**config.mk**
```make
export PLATFORM = sky130hd
export DESIGN_NAME = if_seg_queue
export DESIGN_NICKNAME = d
export VERILOG_FILES = /design/src/rtl/if_seg_queue.sv
export SDC_FILE = /design/constraint.sdc
export NUM_CORES = 1
export LEC_CHECK = 0
export ABC_AREA = 1
export CORE_UTILIZATION = 46
export CTS_CLUSTER_DIAMETER = 100
export DETAILED_ROUTE_END_ITERATION = 6
export PLACE_DENSITY = 0.75
export REMOVE_ABC_BUFFERS = 1
export SLEW_MARGIN = 20
export SYNTH_ARGS = -nofsm -noshare
export SYNTH_HDL_FRONTEND = slang
export SYNTH_SLANG_ARGS = --single-unit
```
**constraint.sdc**
```tcl
create_clock -name clk -period 6.2 [get_ports clk]
set_clock_uncertainty 0.2 [all_clocks]
set_input_delay 1.24 -clock clk [delete_from_list [all_inputs] [get_ports clk]]
set_output_delay 1.24 -clock clk [all_outputs]
set_load 0.03 [all_outputs]
```
**src/rtl/if_seg_queue.sv**
```systemverilog
// IF-stage fetch buffer: DEPTH-entry FIFO carrying fetch PC plus BHT metadata,
// valid/ready on both sides, single-cycle flush on redirect.
module if_seg_queue #(
  parameter int DEPTH     = 4,
  parameter int PC_W      = 32,
  parameter int BHT_IDX_W = 3,
  parameter int CNT_W     = 2,
  parameter int CNT_IDX_W = $clog2(DEPTH + 1)
) (
  input  logic                 clk,
  input  logic                 rst,
  input  logic                 flush,
  input  logic                 in_valid,
  output logic                 in_ready,
  input  logic [PC_W-1:0]      in_pc,
  input  logic [CNT_W-1:0]     in_flags,
  input  logic [BHT_IDX_W-1:0] in_index,
  output logic                 out_valid,
  input  logic                 out_ready,
  output logic [PC_W-1:0]      out_pc,
  output logic [CNT_W-1:0]     out_flags,
  output logic [BHT_IDX_W-1:0] out_index,
  output logic                 out_pred_taken,
  output logic [CNT_IDX_W-1:0] count
);

  localparam int PTR_W = $clog2(DEPTH);
  localparam logic [CNT_IDX_W-1:0] FULL_COUNT = CNT_IDX_W'(DEPTH);

  typedef struct packed {
    logic [PC_W-1:0]      pc;
    logic [CNT_W-1:0]     flags;
    logic [BHT_IDX_W-1:0] index;
  } entry_t;

  entry_t           mem [DEPTH];
  entry_t           head;
  logic [PTR_W-1:0] rd_ptr;
  logic [PTR_W-1:0] wr_ptr;
  logic             push;
  logic             pop;

  assign in_ready  = (count != FULL_COUNT);
  assign out_valid = (count != '0);
  assign push      = in_valid & in_ready;
  assign pop       = out_valid & out_ready;

  // Head is read straight from storage; an empty buffer presents the IF clear value.
  assign head           = mem[rd_ptr];
  assign out_pc         = out_valid ? head.pc    : '0;
  assign out_flags      = out_valid ? head.flags : '0;
  assign out_index      = out_valid ? head.index : '0;
  assign out_pred_taken = out_valid & head.flags[CNT_W-1];

  // NOTE: all state here uses non-blocking assignments so every register
  // samples pre-edge values regardless of statement order.
  always_ff @(posedge clk or posedge rst) begin
    if (rst) begin
      rd_ptr <= '0;
      wr_ptr <= '0;
      count  <= '0;
      // NOTE: storage is reset too so the head never exposes X after reset;
      // flush deliberately leaves it alone since out_* are masked by count.
      for (int i = 0; i < DEPTH; i++) mem[i] <= '0;
    end else if (flush) begin
      rd_ptr <= '0;
      wr_ptr <= '0;
      count  <= '0;
    end else begin
      if (push) begin
        mem[wr_ptr] <= '{pc: in_pc, flags: in_flags, index: in_index};
        wr_ptr      <= wr_ptr + PTR_W'(1);
      end
      if (pop) rd_ptr <= rd_ptr + PTR_W'(1);
      case ({push, pop})
        2'b10:   count <= count + CNT_IDX_W'(1);
        2'b01:   count <= count - CNT_IDX_W'(1);
        default: count <= count;
      endcase
    end
  end

endmodule

```
Yosys cells after proc, flatten, opt, wreduce, memory -nomap -nowiden --
Cells that the tools add are included.
Operators by class: add/subtract/negate cells 4, magnitude comparators 3, equality and inequality tests 3, mux-type cells 15, bitwise logic cells 6, reduce and logical (&&, ||, !) cells 6
Operators by type and width (number):
- $bwmux 148 | 1
- $mux 37 | 3
- $bmux 37 s2 | 1
- $demux 37 s2 | 1
- $mux 32 | 1
- $mux 2 | 5
- $ge 3x3->1 const B | 2
- $mux 3 | 2
- $not 2->3 | 2
- $pmux 3 s2 | 1
- $reduce_bool 3->1 | 2
- $add 2x1->2 const B | 2
- $reduce_bool 2->1 | 2
- $add 3x1->3 const B | 1
- $and 1x1->1 | 3
- $lt 3x1->1 const B | 1
- $ne 3x3->1 const B | 1
- $sub 3x1->3 const B | 1
- $eq 2x1->1 const B | 1
- $eq 2x2->1 const B | 1
- $reduce_and 2->1 | 1
- $logic_and 1x1->1 | 1
- $not 1->1 | 1
Storage, ports and cells: bits in registers 155, bits of input ports 42, output and inout bits 43, logic and storage cells 52

Logic depth before layout (Yosys ltp) --
Gate-level depths: netlist of the first run.
depth after elaboration 6, mapped depth 12, mapped depth without buffers 12

Worst setup path before layout of the first run --
Ideal clock, no wire load.
path kind reg2out, from register count[2], to output out_flags[1], data arrival time 1892 ps, data required time 4760 ps, setup slack 2868 ps, stages on the path, launching flop included 6, buffers on the path 1, cell sequence dfrtp_1 > inv_1 > nand2_1 > inv_2 > a21oi_1 > buf_4
Between the ends: cells in the longest elaborated chain, start to end 2
Ends and longest elaborated chain:
- from (decl) | line 24 | output logic [CNT_IDX_W-1:0] count
- from (signal assigned) | line 76 | 2'b10: count <= count + CNT_IDX_W'(1);
- from (signal assigned) | line 77 | 2'b01: count <= count - CNT_IDX_W'(1);
- from (signal assigned) | line 78 | default: count <= count;
- $reduce_bool 3->1 | line 44 | assign out_valid = (count != '0);
- net out_valid | line 18 | output logic out_valid,
- $mux 2 | line 51 | assign out_flags = out_valid ? head.flags : '0;
- to (decl) | line 21 | output logic [CNT_W-1:0] out_flags,
The timed path passes the listed nets, and every way through them passes these cells.

Final worst setup path of the first run --
from register rd_ptr[1], to output out_pc[3]
Between the ends: cells in the longest elaborated chain, start to end 5
Ends and longest elaborated chain:
- from (decl) | line 38 | logic [PTR_W-1:0] rd_ptr;
- from (signal assigned) | line 74 | if (pop) rd_ptr <= rd_ptr + PTR_W'(1);
- $not 2->3 (implied by the code) | line 49 | assign head = mem[rd_ptr];
- $bmux 37 s2 | line 49
- $mux 37 (implied by the code) (2 in a row) | line 49
- $mux 32 | line 50 | assign out_pc = out_valid ? head.pc : '0;
- to (decl) | line 20 | output logic [PC_W-1:0] out_pc,
Every way passes these cells. The select of a mux whose other input is x is not followed.

==> results of run 1 <==
cells in the mapped netlist:
cell type / count
nor2_1: 149
nand2_4: 1
nand3_1: 4
inv_2: 2
nand2_1: 165
xnor2_1: 1
o21ai_0: 105
buf_4: 13
nor2_2: 1
a21oi_1: 40
nor2_8: 1
nand3b_1: 1
fa_1: 1
ha_1: 4
dfrtp_1: 155
inv_1: 46
buf_6: 16
o21ai_1: 120
buf_2: 13
nand2_2: 5
clkbuf_1: 14
buf_1: 4
worst max-delay path by stage:
stage	slack [ns]	to
2_1_floorplan	0.58	count[0]$_DFFE_PP0P_
3_3_place_gp	2.05	out_flags[0]
3_5_place_dp	2.05	out_flags[1]
4_1_cts	1.52	out_pc[3]
5_1_grt	1.36	out_pc[3]
6_report	1.55	out_pc[3]
report_power, final:
group          switching [mW]  internal (mW)  total (mW)
clock network           0.364          0.551       0.915
registers               0.232           1.43        1.66
logic                    1.15          0.695        1.85
critical path, cell delays in order (launching register included):
cell and delay, ns:
dfrtp_2 0.90, inv_2 0.54, nor2_1 0.24, o21ai_0 0.13
a21oi_1 0.24, clkdlybuf4s50_1 0.72
cells by family (layout without fill, tap and decap cells):
group | Yosys count | after routing | synth area share
AND/OR/NAND/NOR | 327 | 327 | 0.178
flip-flops | 155 | 155 | 0.543
buffers and inverters | 108 | 165 | 0.0826
AO/OA/AOI/OAI | 265 | 265 | 0.186
adder cells (fa/ha/maj) | 5 | 5 | 0.00980
XOR/XNOR | 1 | 1 | 0.00123
area by class of cell:
class	count	area (um2)	area share
Inverter	48	189	0.0225
Multi-Input combinational cell	598	2680	0.320
Clock inverter	3	15.0	0.00179
Clock buffer	24	502	0.0598
Tap cell	188	235	0.0280
Sequential cell	155	3880	0.463
Timing Repair Buffer	90	886	0.106
placed cells by master, fill, tap and decap left out, drive strengths merged, types with 4 or more instances in the layout:
cell / count
clkdlybuf4s50: 84
nand2: 171
ha: 4
nand3: 4
clkbuf: 24
clkinv: 4
buf: 6
nor2: 151
a21oi: 40
dfrtp: 155
inv: 47
o21ai: 225
flip-flops by register name (all words and copies together), names as in the netlist:
name,cells
mem,148
rd_ptr,2
wr_ptr,2
count,3
stage by stage:
stage / hold WS (ns) / setup WS [ns] / utilization
2_1_floorplan: 0.248 / 0.582 / -
3_5_place_dp: 0.268 / 2.05 / 0.518
6_report: 0.282 / 1.55 / 0.552
4_1_cts: 0.282 / 1.52 / 0.552
5_1_grt: 0.298 / 1.36 / 0.552
3_3_place_gp: 0.261 / 2.05 / 0.518
layer usage:
metal,wire [um],vias up,track usage
met5,0,-,0
met4,235,0,0.0714
met3,648,23,0.0367
met2,7460,127,0.352
met1,7550,2707,0.284
li1,-,2878,-
==> impl_metrics.ini, run 1 <==
[outcome]
status = finished, final reports clean

[route]
viasPerCell = 5.19
detail_route.wl_per_cell_um = 14.4
route.detailed.drc = 0
via_count = 5735
drtAntennaViolNets = 0
dr.pass1.iters = 5
wl_um = 15900
drt_iter0_drc = 479

[sta]
setup_viol = 0
max_slew_margin = 0.381
period_share = 0.751
finalCriticalPeriod_ns = 4.65
hold_violations = 0
rsz0062_at_grt = no
fin_setup_tns_ns = 0
max_clock_freq_ghz = 0.215
worstMarginPinSlew_ns = 0.927
slew_violations = 0

[hold_path]
hp-start = mem[70]$_DFFE_PP0P_
hp-class = reg2reg
min_to = mem[70]$_DFFE_PP0P_
whs_path_depth = 2

[synthesis]
syn_inst = 861
yosysSeqAreaShare = 0.543
synth_seq_cells = 155
yosys.area.top_type = dfrtp_1
syn_area_mm2 = 0.00715
syn-mean-instance-area_um2 = 8.30
synth_warnings = 0
ys_top_cells_by_area = dfrtp_1 (54%), nand2_1 (8.7%), o21ai_1 (8.4%), nor2_1 (7.8%), o21ai_0 (7.4%)
synth.distinct_cells = 22
synth_top_area_frac = 0.543

[die]
die_width_um = 127
die_y_um = 127
core_mm2 = 0.0152
ios = 85
fp-row-count = 45
initial_core_util = 0.470
dieArea_mm2 = 0.0160

[placement]
io_buffers = 84
dp_cells = 1079
finalWeightedCongestion = 0.755
place_area_mm2 = 0.00787
hpwl_um = 8940

[setup_path]
ff2ff_setup_slack_ns = 4.03
crit_path_end_kind = primary output
cp-start-kind = flop
worstSetupStartpoint = rd_ptr[1]$_DFFE_PP0P_
path_class = reg2out
cp_max_fo = 39
cp.arrival_ns = 3.21
reg2reg_from = rd_ptr[1]$_DFFE_PP0P_
r2r_cells = 3
r2r_end = rd_ptr[1]$_DFFE_PP0P_
critPathRequiredTime_ns = 4.76

[grt]
grt_pass1_wl_um = 26700
antenna_found_initial = 0
grt_pass1_vias = 5372
grt_usage = 0.212
grt_start_max_net_pins = 122
grt.overflow.total = 0

[clock_tree]
postCtsSetupBuffers = 0
cts_max_path_buffers = 2
clk_latency_ns = 0.42
cts_root_buf = clkbuf_16
holdBufCountCts = 0
numCtsBuffers = 17
tritoncts = built
cts_resized = 0
cts_sinks = 155
htree_levels = 4
path_clk_slew_ns = 0.06

[power]
ir_worst_vdd_uv = 265
power_leakage_nw = 3.87
p_total_mw = 4.43
powerDensity_mw_per_mm2 = 528

[cells_and_area]
nets = 957
fill_cells = 1422
diodes = 0
drive_gt1_frac = 0.0490
finalInstanceArea_mm2 = 0.00839
final_cells = 1106
areaGrowthSynthToFinish_pct = 17.3

[job]
cap_violations = 0
No activity file was read; power rests on OpenSTA's default activity.
==> inputs of run 2 (changes only) <==
==> constraint.sdc (replaced) <==
create_clock -name clk -period 4.7 [get_ports clk]
set_clock_uncertainty 0.2 [all_clocks]
set_input_delay 0.94 -clock clk [delete_from_list [all_inputs] [get_ports clk]]
set_output_delay 0.94 -clock clk [all_outputs]
set_load 0.03 [all_outputs]
==> run 2 against run 1 <==
Non-clock buffer count is 1 higher. Clock power is 51% higher. Highest routed layer unchanged. Total power is 36% higher. Setup slack worse by 1.2 ns. Via count is 1.9% higher. First-iteration DRC count is 29% lower. Sequential share of layout area is 0.65 points lower.
==> impl_metrics.ini, run 2 (synthesis gave the netlist of run 1 again) <==
[outcome]
status = finished, final reports clean

[setup_path]
cp_max_fo = 39
critPathRequiredTime_ns = 3.56
path_class = reg2out
r2r_cells = 7
cp.arrival_ns = 3.18
cp-start-kind = flop
crit_path_end_kind = primary output

[sta]
worstMarginPinSlew_ns = 0.894
rsz0062_at_grt = no
hold_violations = 0
max_slew_margin = 0.402
period_share = 0.918
finalCriticalPeriod_ns = 4.32
setup_viol = 0
max_clock_freq_ghz = 0.232
slew_violations = 0

[route]
wl_met3_um = 691
routed.top_layer = met4
drt_iter0_drc = 342
route.detailed.drc = 0
route.layer.met1.wl_um = 7390
drtAntennaViolNets = 0
detail_route.wl_per_cell_um = 14.5
via_count = 5845
dr.pass1.iters = 5
dr_wl_met2_um = 7840
viasPerCell = 5.26
wl_um = 16100

[power]
power_leakage_nw = 3.95
powerDensity_mw_per_mm2 = 708
ir_worst_vdd_uv = 346

[hold_path]
hp-class = reg2reg
whs_path_depth = 2

[grt]
antenna_found_initial = 0
grt_pass1_wl_um = 27500
grt_start_max_net_pins = 87
grt.overflow.total = 0
grt_usage = 0.219
grt_pass1_vias = 5545

[cells_and_area]
drive_gt1_frac = 0.0530
fill_cells = 1431
nets = 958
final_common_cell = nand2_1
diodes = 0
layout_common_cells = nand2_1 (165), dfrtp_1 (153), nor2_1 (149), o21ai_1 (120), o21ai_0 (105)
largest_reg_flops = 148
multi_input_area_mm2 = 0.00269
regMostFlops = mem
top_regs = mem: 148 flops, count: 3 flops
seq_area_mm2 = 0.00388
final_cells = 1112
postLayoutCoreUtil = 0.560
areaGrowthSynthToFinish_pct = 19.0

[clock_tree]
postCtsSetupBuffers = 0
cts_sinks = 155
htree_levels = 4
tritoncts = built
clk_latency_ns = 0.42
numCtsBuffers = 17
cts_max_path_buffers = 2
cts_resized = 0
holdBufCountCts = 0
cts_root_buf = clkbuf_16
path_clk_slew_ns = 0.06

[die]
fp-row-count = 45
die_width_um = 127
initial_core_util = 0.470
die_y_um = 127
core_mm2 = 0.0152
dieArea_mm2 = 0.0160
ios = 85

[placement]
hpwl_um = 9570
io_buffers = 84
finalWeightedCongestion = 0.748
dp_cells = 1080

[job]
cap_violations = 0
==> run 2: layer usage <==
layer | up-vias | global-route usage
li1 | 2886 | -
met1 | 2793 | 0.291
met2 | 148 | 0.362
met3 | 18 | 0.0439
met4 | 0 | 0.0728
met5 | - | 0
==> run 2: area by class of cell <==
type	instances	area share
multi-input cells	598	0.316
clock inverters	8	0.0135
inverters	48	0.0218
flip-flops and latches	155	0.456
repair buffers	91	0.108
clock buffers	24	0.0566
well taps	188	0.0277
==> run 2: path summary, 6_finish.rpt <==
| check | from | end | slack [ns] |
|---|---|---|---|
| max in group asynchronous | rst | mem[32]$_DFFE_PP0P_ | 2.62 |
| worst min-delay path | mem[12]$_DFFE_PP0P_ | mem[12]$_DFFE_PP0P_ | 0.28 |
| min in group asynchronous | rst | mem[15]$_DFFE_PP0P_ | 0.84 |
| worst min register to register | mem[12]$_DFFE_PP0P_ | mem[12]$_DFFE_PP0P_ | 0.28 |
| worst max-delay path | rd_ptr[1]$_DFFE_PP0P_ | out_flags[1] | 0.38 |
| worst max register to register | count[1]$_DFFE_PP0P_ | mem[142]$_DFFE_PP0P_ | 2.21 |
==> run 2: where the power goes <==
part | switching [mW] | internal, mW | leakage, nW
logic | 1.52 | 0.931 | 1.66
registers | 0.306 | 1.88 | 1.99
clock network | 0.509 | 0.873 | 0.298
==> run 2: worst max-delay path: stages (launching register included) <==
cell,delay [ns]
dfrtp_2,0.93
inv_2,0.57
nor2_1,0.20
o21ai_0,0.11
a21oi_1,0.21
clkdlybuf4s50_1,0.71
==> run 2: per-stage QoR <==
step | area, um2 | setup WS [ns] | power, mW | hold WS, ns | TNS (ns)
2_1_floorplan | 6740 | -0.618 | 3.74 | 0.248 | -95.81
3_3_place_gp | 7900 | 0.871 | 4.60 | 0.260 | 0
3_5_place_dp | 7900 | 0.832 | 4.66 | 0.268 | 0
4_1_cts | 8500 | 0.370 | 6.05 | 0.282 | 0
5_1_grt | 8510 | 0.145 | 6.45 | 0.301 | 0
6_report | 8510 | 0.384 | 6.02 | 0.280 | 0
==> inputs of run 3 (changes only) <==
--- a/config.mk
+++ b/config.mk
@@ -6,10 +6,10 @@
 export NUM_CORES = 1
 export LEC_CHECK = 0
 export ABC_AREA = 1
-export CORE_UTILIZATION = 46
+export CORE_UTILIZATION = 50
 export CTS_CLUSTER_DIAMETER = 100
 export DETAILED_ROUTE_END_ITERATION = 6
-export PLACE_DENSITY = 0.75
+export PLACE_DENSITY = 0.8
 export REMOVE_ABC_BUFFERS = 1
 export SLEW_MARGIN = 20
 export SYNTH_ARGS = -nofsm -noshare
==> run 3 against run 2 <==
Routed wire length is 1.6% higher. Largest cell class unchanged. Flip-flop and latch count did not move. Final area shrank 0.12%. Critical path depth down 1. Hold slack barely moved. Non-clock buffer count rose by 4. Die area decreased by 7.9%. Combinational power hardly changed.
==> impl_metrics.ini, run 3 (synthesis gave the netlist of run 1 again) <==
[setup_path]
cp.arrival_ns = 2.84
r2r_end = mem[0]$_DFFE_PP0P_
endpoint = out_pc[31]
reg2reg_from = count[0]$_DFFE_PP0P_
cp_max_fo = 68
r2r_cells = 8
critPathRequiredTime_ns = 3.56
cp-start-kind = flop
worstSetupStartpoint = rd_ptr[0]$_DFFE_PP0P_
ff2ff_setup_slack_ns = 2.23
crit_path_end_kind = primary output
path_class = reg2out

[die]
die_y_um = 122
dieArea_mm2 = 0.0148
ios = 85
initial_core_util = 0.513
fp-row-count = 43
die_width_um = 122
core_mm2 = 0.0139

[hold_path]
hp-class = reg2reg
whs_path_depth = 2
hp-start = mem[106]$_DFFE_PP0P_

[route]
dr.pass1.iters = 5
drt_iter0_drc = 470
drtAntennaViolNets = 0
detail_route.wl_per_cell_um = 14.8
viasPerCell = 5.33
route.detailed.drc = 0
via_count = 5904
wl_um = 16400

[sta]
setup_ws_ns = 0.719
rsz0062_at_grt = no
finalCriticalPeriod_ns = 3.98
hold_violations = 0
max_clock_freq_ghz = 0.251
setup_viol = 0
max_slew_margin = 0.291
period_share = 0.847
worstMarginPinSlew_ns = 1.06
timing.hold.ws_ns = 0.280
slew_violations = 0

[grt]
use_met1 = 0.319
grt_pass1_vias = 5638
grt_usage = 0.238
grt_util_met2 = 0.379
grt_start_max_net_pins = 107
met3_usage = 0.0435
grt.overflow.total = 0
grt_pass1_wl_um = 27200
antenna_found_initial = 0
busiest_layer = met2

[power]
powerDensity_mw_per_mm2 = 704
ir_worst_vdd_uv = 357
p_total_mw = 5.98
power_leakage_nw = 3.92

[clock_tree]
cts_max_path_buffers = 2
cts_sinks = 155
postCtsSetupBuffers = 0
tritoncts = built
cts_root_buf = clkbuf_16
holdBufCountCts = 0
path_clk_slew_ns = 0.06
numCtsBuffers = 17
clk_latency_ns = 0.42
cts_resized = 0
htree_levels = 4

[placement]
post-place-ws_ns = 1.20
finalWeightedCongestion = 0.772
hpwl_um = 9500
dp_cells = 1076
io_buffers = 84

[cells_and_area]
nets = 962
areaGrowthSynthToFinish_pct = 18.8
fill_cells = 1232
regMostFlops = mem
final_cells = 1108
top_regs = mem: 148 flops, count: 3 flops
final_common_cell = nand2_1
drive_gt1_frac = 0.0593
largest_reg_flops = 148
layout_common_cells = nand2_1 (165), dfrtp_1 (153), nor2_1 (149), o21ai_1 (120), o21ai_0 (105)
diodes = 0

[job]
cap_violations = 0

[outcome]
status = finished, final reports clean
[run 3: how the worst min path moves through the flow]
stage                                 to  slack (ns)
finish              mem[106]$_DFFE_PP0P_        0.28
global route         mem[81]$_DFFE_PP0P_        0.29
CTS                 mem[106]$_DFFE_PP0P_        0.28
detailed placement  mem[106]$_DFFE_PP0P_        0.27
global placement     mem[14]$_DFFE_PP0P_        0.26
floorplan           mem[106]$_DFFE_PP0P_        0.25
[run 3: area by class of cell]
type	instances	area, um2	area share
clock buffer	21	470	0.0554
timing repair buffer	95	936	0.110
sequential	155	3880	0.457
clock inverter	11	119	0.0140
tap	180	225	0.0265
multi-input combinational	598	2680	0.315
inverter	48	185	0.0218
[run 3: layer usage]
layer / share of wire / wire length [um]
met5: 0 / 0
met4: 0.024 / 400
met3: 0.043 / 700
met2: 0.47 / 7670
met1: 0.47 / 7630
[run 3: worst max-delay path, cell delays in order, from the launching register on]
cell	delay [ns]
dfrtp_2	0.40
inv_2	0.76
o21ai_0	0.27
a21oi_1	0.27
clkdlybuf4s50_1	0.72
[run 3: through the flow]
step | cell area [um2] | utilization | TNS [ns]
floorplan | 6740 | - | -95.81
global placement | 7910 | 0.567 | 0
detailed placement | 7910 | 0.567 | 0
CTS | 8500 | 0.610 | 0
global route | 8500 | 0.610 | 0
finish | 8500 | 0.610 | 0
[run 3: where the power goes]
part	leakage [nW]	switching (mW)	internal (mW)
logic	1.65	1.52	0.927
registers	1.99	0.302	1.88
clock network	0.281	0.533	0.820
total	3.92	2.35	3.63
